File: config.mk
export PLATFORM = sky130hd
export DESIGN_NAME = rgb_value_bcd_flat
export DESIGN_NICKNAME = d
export VERILOG_FILES = /design/src/rtl/rgb_value_bcd_if.sv /design/src/rtl/rgb_value_bcd.sv /design/src/flat_wrapper.sv
export SDC_FILE = /design/constraint.sdc
export NUM_CORES = 1
export LEC_CHECK = 0
export CAP_MARGIN = 10
export CORE_MARGIN = 3
export CORE_UTILIZATION = 57
export CTS_BUF_LIST = sky130_fd_sc_hd__clkbuf_2
export DETAILED_ROUTE_END_ITERATION = 8
export PLACE_DENSITY = 0.82
export RECOVER_POWER = 25
export SYNTH_ARGS = -nofsm -noshare
export SYNTH_HDL_FRONTEND = slang
export SYNTH_SLANG_ARGS = --single-unit
File: constraint.sdc
create_clock -name clk -period 4.7 [get_ports clk]
set_clock_uncertainty 0.05 [all_clocks]
set_input_delay 0.94 -clock clk [delete_from_list [all_inputs] [get_ports clk]]
set_output_delay 0.94 -clock clk [all_outputs]
set_load 0.01 [all_outputs]
File: src/rtl/rgb_value_bcd_if.sv
// Handshake and digit bus for rgb_value_bcd: start/busy/done, three channel
// values in, nine BCD digits out. The master side drives values and start.
interface rgb_value_bcd_if #(
  parameter int unsigned IN_W = 8
);
  logic            start;
  logic [IN_W-1:0] val_r;
  logic [IN_W-1:0] val_g;
  logic [IN_W-1:0] val_b;
  logic            busy;
  logic            done;
  logic [3:0]      dig_r_h;
  logic [3:0]      dig_r_d;
  logic [3:0]      dig_r_u;
  logic [3:0]      dig_g_h;
  logic [3:0]      dig_g_d;
  logic [3:0]      dig_g_u;
  logic [3:0]      dig_b_h;
  logic [3:0]      dig_b_d;
  logic [3:0]      dig_b_u;

  modport master (
    output start, val_r, val_g, val_b,
    input  busy, done,
    input  dig_r_h, dig_r_d, dig_r_u,
    input  dig_g_h, dig_g_d, dig_g_u,
    input  dig_b_h, dig_b_d, dig_b_u
  );

  modport slave (
    input  start, val_r, val_g, val_b,
    output busy, done,
    output dig_r_h, dig_r_d, dig_r_u,
    output dig_g_h, dig_g_d, dig_g_u,
    output dig_b_h, dig_b_d, dig_b_u
  );
endinterface

File: src/rtl/rgb_value_bcd.sv
// rgb_value_bcd: iterative double-dabble conversion of three colour channel
// values into hundreds/tens/units BCD digits for the glyph ROM stage.
// All three channels shift in parallel; one conversion takes IN_W cycles.
// Optional macro RGB_VALUE_BCD_AUTO_EN: self-start whenever an input differs
// from the last converted value, and once after reset.
module rgb_value_bcd #(
  parameter int unsigned IN_W     = 8,
  parameter int unsigned BLANK_LZ = 0
) (
  input  logic           clk,
  input  logic           rst,
  rgb_value_bcd_if.slave bus
);

  localparam int unsigned BCD_W = 12;
  localparam int unsigned SR_W  = BCD_W + IN_W;
  localparam int unsigned CNT_W = 4;

  typedef enum logic {
    IDLE,
    SHIFT
  } state_t;

  state_t             state;
  logic [SR_W-1:0]    sr_r;
  logic [SR_W-1:0]    sr_g;
  logic [SR_W-1:0]    sr_b;
  logic [SR_W-1:0]    nxt_r;
  logic [SR_W-1:0]    nxt_g;
  logic [SR_W-1:0]    nxt_b;
  logic [CNT_W-1:0]   cnt;
  logic               busy_q;
  logic               done_q;
  logic [BCD_W-1:0]   out_r;
  logic [BCD_W-1:0]   out_g;
  logic [BCD_W-1:0]   out_b;
  logic               trig;
  logic               last_step;

  // One double-dabble step: add 3 to any BCD nibble >= 5, then shift left.
  function automatic logic [SR_W-1:0] dd_step(input logic [SR_W-1:0] sr);
    logic [SR_W-1:0] t;
    t = sr;
    for (int i = 0; i < 3; i++) begin
      if (t[IN_W + 4*i +: 4] >= 4'd5) begin
        t[IN_W + 4*i +: 4] = t[IN_W + 4*i +: 4] + 4'd3;
      end
    end
    return {t[SR_W-2:0], 1'b0};
  endfunction

  // Leading-zero blanking: hundreds, then tens, replaced by the blank glyph.
  function automatic logic [BCD_W-1:0] blank_lz(input logic [BCD_W-1:0] bcd);
    logic [BCD_W-1:0] o;
    o = bcd;
    if ((BLANK_LZ != 0) && (bcd[11:8] == 4'd0)) begin
      o[11:8] = 4'hA;
      if (bcd[7:4] == 4'd0) begin
        o[7:4] = 4'hA;
      end
    end
    return o;
  endfunction

  // Next shift-register contents for every channel.
  always_comb begin
    nxt_r = dd_step(sr_r);
    nxt_g = dd_step(sr_g);
    nxt_b = dd_step(sr_b);
  end

  assign last_step = (cnt == CNT_W'(IN_W - 1));

`ifdef RGB_VALUE_BCD_AUTO_EN
  logic [IN_W-1:0] last_r;
  logic [IN_W-1:0] last_g;
  logic [IN_W-1:0] last_b;
  logic            refresh_pend;

  // Conversion trigger: external start, pending post-reset refresh, or input change.
  assign trig = bus.start | refresh_pend |
                (bus.val_r != last_r) | (bus.val_g != last_g) | (bus.val_b != last_b);

  // Copies of the values last accepted for conversion.
  always_ff @(posedge clk or posedge rst) begin
    if (rst) begin
      last_r       <= '0;
      last_g       <= '0;
      last_b       <= '0;
      refresh_pend <= 1'b1;
    end else if ((state == IDLE) && trig) begin
      last_r       <= bus.val_r;
      last_g       <= bus.val_g;
      last_b       <= bus.val_b;
      refresh_pend <= 1'b0;
    end
  end
`else
  // Conversion trigger: external start only.
  assign trig = bus.start;
`endif

  // Conversion FSM with shift registers, counter and registered outputs.
  always_ff @(posedge clk or posedge rst) begin
    if (rst) begin
      state  <= IDLE;
      sr_r   <= '0;
      sr_g   <= '0;
      sr_b   <= '0;
      cnt    <= '0;
      busy_q <= 1'b0;
      done_q <= 1'b0;
      out_r  <= '0;
      out_g  <= '0;
      out_b  <= '0;
    end else begin
      done_q <= 1'b0;
      case (state)
        IDLE: begin
          if (trig) begin
            sr_r   <= {BCD_W'(0), bus.val_r};
            sr_g   <= {BCD_W'(0), bus.val_g};
            sr_b   <= {BCD_W'(0), bus.val_b};
            cnt    <= '0;
            busy_q <= 1'b1;
            state  <= SHIFT;
          end
        end
        SHIFT: begin
          sr_r <= nxt_r;
          sr_g <= nxt_g;
          sr_b <= nxt_b;
          cnt  <= cnt + CNT_W'(1);
          if (last_step) begin
            out_r  <= blank_lz(nxt_r[SR_W-1 -: BCD_W]);
            out_g  <= blank_lz(nxt_g[SR_W-1 -: BCD_W]);
            out_b  <= blank_lz(nxt_b[SR_W-1 -: BCD_W]);
            done_q <= 1'b1;
            busy_q <= 1'b0;
            cnt    <= '0;
            state  <= IDLE;
          end
        end
        default: begin
          state <= IDLE;
        end
      endcase
    end
  end

  assign bus.busy    = busy_q;
  assign bus.done    = done_q;
  assign bus.dig_r_h = out_r[11:8];
  assign bus.dig_r_d = out_r[7:4];
  assign bus.dig_r_u = out_r[3:0];
  assign bus.dig_g_h = out_g[11:8];
  assign bus.dig_g_d = out_g[7:4];
  assign bus.dig_g_u = out_g[3:0];
  assign bus.dig_b_h = out_b[11:8];
  assign bus.dig_b_d = out_b[7:4];
  assign bus.dig_b_u = out_b[3:0];

endmodule

File: src/flat_wrapper.sv
// flat-port wrapper written by rule: the top's interface ports become plain ports
module rgb_value_bcd_flat 
#(
  parameter int unsigned IN_W     = 8,
  parameter int unsigned BLANK_LZ = 0
)
  (clk, rst, bus_start, bus_val_r, bus_val_g, bus_val_b, bus_busy, bus_done, bus_dig_r_h, bus_dig_r_d, bus_dig_r_u, bus_dig_g_h, bus_dig_g_d, bus_dig_g_u, bus_dig_b_h, bus_dig_b_d, bus_dig_b_u);
  rgb_value_bcd_if #(.IN_W(IN_W)) bus_i ();
  input  logic clk;
  input  logic rst;
  input wire logic [$bits(bus_i.start)-1:0] bus_start;
  input wire logic [$bits(bus_i.val_r)-1:0] bus_val_r;
  input wire logic [$bits(bus_i.val_g)-1:0] bus_val_g;
  input wire logic [$bits(bus_i.val_b)-1:0] bus_val_b;
  output wire logic [$bits(bus_i.busy)-1:0] bus_busy;
  output wire logic [$bits(bus_i.done)-1:0] bus_done;
  output wire logic [$bits(bus_i.dig_r_h)-1:0] bus_dig_r_h;
  output wire logic [$bits(bus_i.dig_r_d)-1:0] bus_dig_r_d;
  output wire logic [$bits(bus_i.dig_r_u)-1:0] bus_dig_r_u;
  output wire logic [$bits(bus_i.dig_g_h)-1:0] bus_dig_g_h;
  output wire logic [$bits(bus_i.dig_g_d)-1:0] bus_dig_g_d;
  output wire logic [$bits(bus_i.dig_g_u)-1:0] bus_dig_g_u;
  output wire logic [$bits(bus_i.dig_b_h)-1:0] bus_dig_b_h;
  output wire logic [$bits(bus_i.dig_b_d)-1:0] bus_dig_b_d;
  output wire logic [$bits(bus_i.dig_b_u)-1:0] bus_dig_b_u;
  assign bus_i.start = bus_start;
  assign bus_i.val_r = bus_val_r;
  assign bus_i.val_g = bus_val_g;
  assign bus_i.val_b = bus_val_b;
  assign bus_busy = bus_i.busy;
  assign bus_done = bus_i.done;
  assign bus_dig_r_h = bus_i.dig_r_h;
  assign bus_dig_r_d = bus_i.dig_r_d;
  assign bus_dig_r_u = bus_i.dig_r_u;
  assign bus_dig_g_h = bus_i.dig_g_h;
  assign bus_dig_g_d = bus_i.dig_g_d;
  assign bus_dig_g_u = bus_i.dig_g_u;
  assign bus_dig_b_h = bus_i.dig_b_h;
  assign bus_dig_b_d = bus_i.dig_b_d;
  assign bus_dig_b_u = bus_i.dig_b_u;
  rgb_value_bcd #(.IN_W(IN_W), .BLANK_LZ(BLANK_LZ)) u_core (.clk(clk), .rst(rst), .bus(bus_i));
endmodule
# Word level (Yosys, flattened, before mapping)
# Cells that the tools add are included.
totals:
  register_bits: 103
  input_bits: 27
  wordCells: 61
op_classes:
  add_sub_neg: 10
  n_lt_le_gt_ge: 9
  eq_ne: 3
  muxes: 26
  bitwise_logic: 1
  n_reduce_logical: 2
op_table:
  columns: ["operator", "n"]
  rows:
  - ["20-bit one-hot mux with 2 select lines", 3]
  - ["20-bit 2-to-1 mux", 3]
  - ["4-bit by 3-bit >= comparator with 1-bit output, second input constant", 9]
  - ["4-bit 2-to-1 mux", 8]
  - ["4-bit by 2-bit adder with 4-bit output, second input constant", 6]
  - ["3-bit by 2-bit adder with 3-bit output, second input constant", 3]
  - ["3-bit 2-to-1 mux", 3]
  - ["4-bit one-hot mux with 2 select lines", 1]
  - ["1-bit 2-to-1 mux", 6]
  - ["4-bit by 1-bit adder with 4-bit output, second input constant", 1]
  - ["4-bit by 3-bit == test with 1-bit output, second input constant", 1]
  - ["2-bit != test, second input constant", 2]
  - ["1-bit one-hot mux with 2 select lines", 2]
  - ["2-bit AND reduction", 2]
  - ["1-bit NOT", 1]

# Longest topological paths before layout
depth:
  ltp_word: 3
  mapped_depth: 6
  ltp_nobuf: 6

# Least setup slack after synthesis
# Ideal clock, no wire load.
synth_timing:
  kind: "input-to-reg"
  start: "input bus_start"
  end: "register u_core.sr_b[0]"
  arrival_time_ps: 1554
  required_time_ps: 4529
  path_slack_ps: 2975
  stages: 4
  path_buffers: 2
  cell_sequence: "buf_4 > buf_2 > mux2i_1 > nor2_1"
synth_via:
  elab_chain_cells: 1
synth_lines:
  columns: ["element", "line_no", "source"]
  rows:
  - ["from (decl)", "flat_wrapper.sv:11", "input wire logic [$bits(bus_i.start)-1:0] bus_start;"]
  - ["2-bit != test (no line)", null, null]
  - ["to (signal assigned)", "rgb_value_bcd.sv:123", "sr_b <= {BCD_W'(0), bus.val_b};"]
  - ["to (signal assigned)", "rgb_value_bcd.sv:132", "sr_b <= nxt_b;"]
  - ["to (decl)", "rgb_value_bcd.sv:27", "logic [SR_W-1:0] sr_b;"]
# Every way passes these cells.
# A chain may end at the register's enable or synchronous reset.

# Worst setup path in the final report
layout_timing:
  start: "register u_core.state"
  end: "register u_core.out_b[2]"
layout_via:
  elab_chain_cells: 1
layout_lines:
  columns: ["element", "line_no", "source"]
  rows:
  - ["from (decl)", "rgb_value_bcd.sv:24", "state_t state;"]
  - ["from (signal assigned)", "rgb_value_bcd.sv:106", "state <= IDLE;"]
  - ["from (signal assigned)", "rgb_value_bcd.sv:126", "state <= SHIFT;"]
  - ["from (signal assigned)", "rgb_value_bcd.sv:141", "state <= IDLE;"]
  - ["2-bit AND reduction (no line)", null, null]
  - ["to (signal assigned)", "rgb_value_bcd.sv:137", "out_b <= blank_lz(nxt_b[SR_W-1 -: BCD_W]);"]
  - ["to (decl)", "rgb_value_bcd.sv:36", "logic [BCD_W-1:0] out_b;"]
# Every way passes these cells.

==> flow_summary.json <==
{
  "cp_max_fo": 108,
  "post_cts_resized": 0,
  "dr.pass1.iters": 4,
  "synth_largest_area_cell": "dfrtp_1",
  "fin_nets": 562,
  "grt_use_total": 0.201,
  "synthTopCellsByCount": "dfrtp_1 (103), nand2_1 (70), o21ai_0 (53), mux2i_1 (43), nor3b_1 (21)",
  "cp_num_buf_inv": 1,
  "vias_per_cell": 5.56,
  "core-area_sq_mm": 0.00838,
  "setup_ws_ps": 1900,
  "drt_iter0_markers": 189,
  "pre_cts_ws_ps": 1950,
  "antenna_cells": 0,
  "p_total_uw": 3880,
  "cts_buffers": 9,
  "synth_cell_types": 30,
  "io_pins": 65,
  "netlist.area_leader.share": 0.514,
  "yosysMostFrequentCell": "dfrtp_1",
  "rows": 33,
  "ys.flop_type": "dfrtp_1",
  "crit_family": "flip-flops",
  "die_y_microns": 99.8,
  "hold_violations": 0,
  "post_drt_wl_per_cell_microns": 15.3,
  "syn_avg_cell_area_sq_um": 10.9,
  "grt_first_pass_wirelength_mm": 16.2,
  "crit_type": "flip-flop to flip-flop",
  "drc": 0,
  "rsz0062_at_grt": "false",
  "finalSetupTns_ps": 0,
  "seqPwrFrac": 0.437,
  "insertion_delay_ps": 560,
  "period_needed_ps": 2800,
  "cp-startpoint": "u_core.state$_DFF_PP0_",
  "start_util": 0.598,
  "synth_edf_count": 0,
  "cts_max_level": 3,
  "synth_xor_area_frac": 0.0157,
  "setup.worst_path.start_class": "flip-flop",
  "synth_compound_area_frac": 0.116,
  "grt_max_degree": 109,
  "wirelength_mm": 9.52,
  "worstSetupEndpointType": "flip-flop",
  "cts_tree": "yes",
  "grt_pass1_vias": 3422,
  "slowest_delay_ps": 1170,
  "synth-adder-area-share": 0.0474,
  "synth-warning-count": 0,
  "muxShareOfSynthArea": 0.137,
  "synthesis.nets": 507,
  "die-area_sq_mm": 0.00996,
  "hold_start": "u_core.sr_r[7]$_DFFE_PP0P_",
  "drive_above_1_share": 0.0867,
  "pwr-share-comb": 0.479,
  "place.gp.congestion": 0.794,
  "ys_ff_latch": 103,
  "drv_cap": 1,
  "hpwl_mm": 6.63,
  "max_freq_mhz": 357,
  "grt_overflow_total": 0,
  "synthTopCellsByArea": "dfrtp_1 (51%), mux2i_1 (8.6%), o21ai_0 (5.3%), nand2_1 (5.2%), ha_1 (4.7%)",
  "nFillCells": 636,
  "synth_top_family_by_area": "multiplexers",
  "swShare": 0.396,
  "ctsHoldBuffers": 0,
  "setup_viol": 0,
  "antenna_left": 0,
  "synthToLayoutAreaGrowth_pct": 14.3,
  "tightest_slew_ps": 2260,
  "clkSlewWorstSetupHoldPaths_ps": 260,
  "r2r-start": "u_core.state$_DFF_PP0_",
  "arrival_ps": 3200,
  "slew_violations": 53,
  "cts_setup_buffers": 0,
  "clock-sinks": 103,
  "p_per_area_mw_per_mm2": 677,
  "root_buffer": "clkbuf_2",
  "critPathSlowestCell": "dfrtp_4",
  "crit_path_cell_trace": "nand3_4 > inv_4 > mux2_2",
  "synthCells": 461,
  "syn_area_sq_mm": 0.00502,
  "ys_seq_area_frac": 0.514,
  "ys_async_sr_fraction": 1.00,
  "switching_power_uw": 1540,
  "cp_data_required_time_ps": 5100,
  "synthSimpleGateAreaFrac": 0.125,
  "hold_path_class": "flip-flop to flip-flop",
  "portBuffers": 64,
  "die_w_microns": 99.8,
  "failed_checks": "max-capacitance violations, max-slew violations",
  "slew_headroom": -0.517,
  "p_leak_uw": 0.00271,
  "antenna_found_initial": 0,
  "cts_buffer_depth": 2,
  "power.share.clock": 0.084,
  "intPower_uw": 2350,
  "finalCritPeriodShare": 0.596,
  "peakVddDrop_mv": 0.348,
  "status": "complete, but fails checks",
  "vias": 3472
}
-- cell families (layout without fill, tap and decap cells) --
kind of cell	count (synthesis)	count (layout)
compound gates	99	99
flops	103	103
buf+inv	44	102
mux	61	61
fa+ha+maj	19	19
xor+xnor	9	9
simple gates	126	126
-- flip-flops by register name, indices dropped and copies added, names as in the netlist --
| name | cells |
|---|---|
| u_core.sr_b | 20 |
| u_core.sr_g | 20 |
| u_core.sr_r | 20 |
| u_core.out_b | 12 |
| u_core.out_g | 12 |
| u_core.out_r | 12 |
| u_core.cnt | 4 |
| u_core.bus.busy | 1 |
| u_core.bus.done | 1 |
| u_core.state | 1 |
-- path summary, 6_finish.rpt --
| check | endpoint | slack, ps | cells past startpoint |
|---|---|---|---|
| worst max-delay path | u_core.out_b[2]$_DFFE_PP0P_ | 1900 | 3 |
| worst min-delay path | u_core.out_r[0]$_DFFE_PP0P_ | 440 | 2 |
| worst max register to register | u_core.out_b[2]$_DFFE_PP0P_ | 1900 | 3 |
| worst min register to register | u_core.out_r[0]$_DFFE_PP0P_ | 440 | 2 |
| max in group asynchronous | u_core.sr_g[2]$_DFFE_PP0P_ | 2000 | 3 |
| min in group asynchronous | u_core.out_g[5]$_DFFE_PP0P_ | 1350 | 2 |
-- metrics by stage --
| step | instance area, sq um | util | hold slack, ps | std cells |
|---|---|---|---|---|
| 5_1_grt | 5730 | 0.684 | 488 | 624 |
| 4_1_cts | 5740 | 0.684 | 449 | 624 |
| 6_report | 5730 | 0.684 | 445 | 624 |
| 3_3_place_gp | 5670 | 0.676 | 408 | 610 |
| 2_1_floorplan | 5020 | - | 399 | 461 |
| 3_5_place_dp | 5670 | 0.676 | 419 | 610 |
-- routing by layer --
layer | wire length [microns] | GRT usage | up-vias
met2 | 4700 | 0.340 | 76
li1 | - | - | 1689
met1 | 4220 | 0.265 | 1699
met3 | 502 | 0.0466 | 8
met5 | 0 | 0 | -
met4 | 89 | 0.0473 | 0
-- layout by cell type, fill, tap and decap left out --
cell type / count
buf_2: 1
nor2b_4: 1
nand3_1: 7
clkdlybuf4s50_1: 62
nand2b_1: 10
clkinvlp_2: 1
nor2b_1: 1
clkinv_2: 1
dlygate4sd3_1: 1
o21ai_0: 53
o31ai_1: 3
mux2_2: 3
dfrtp_1: 102
xnor2_1: 9
nor3b_1: 21
inv_4: 1
a22o_1: 9
mux2i_1: 43
nor2_1: 4
a21o_1: 9
ha_1: 19
inv_1: 19
buf_4: 3
a21oi_2: 6
mux2_4: 15
clkbuf_2: 10
nor3_1: 10
a21oi_1: 19
clkinv_1: 3
dfrtp_4: 1
nand3_4: 1
nand2_1: 70
nor2_2: 1
-- power groups by stage --
stage | Combinational, uW | Clock, uW | Sequential (uW)
6_report | 1860 | 327 | 1700
4_1_cts | 1890 | 334 | 1700
2_1_floorplan | 1350 | 0 | 1610
5_1_grt | 2080 | 366 | 1770
3_3_place_gp | 1780 | 0 | 1700
3_5_place_dp | 1880 | 0 | 1720
-- tightest hold or removal path: cells and delay by family (launching register included) --
family	cells	cell delay [ps]
DFF	1	420
and+or+nand+nor	2	110
-- area by class of cell --
class,count,area (sq um),area share
Timing Repair Buffer,67,658,0.115
Clock inverter,4,16.3,0.00284
Sequential cell,103,2580,0.450
Tap cell,105,131,0.0229
Multi-Input combinational cell,314,2210,0.386
Inverter,21,82.6,0.0144
Clock buffer,10,50.0,0.00873
No activity file was read; power rests on OpenSTA's default activity.
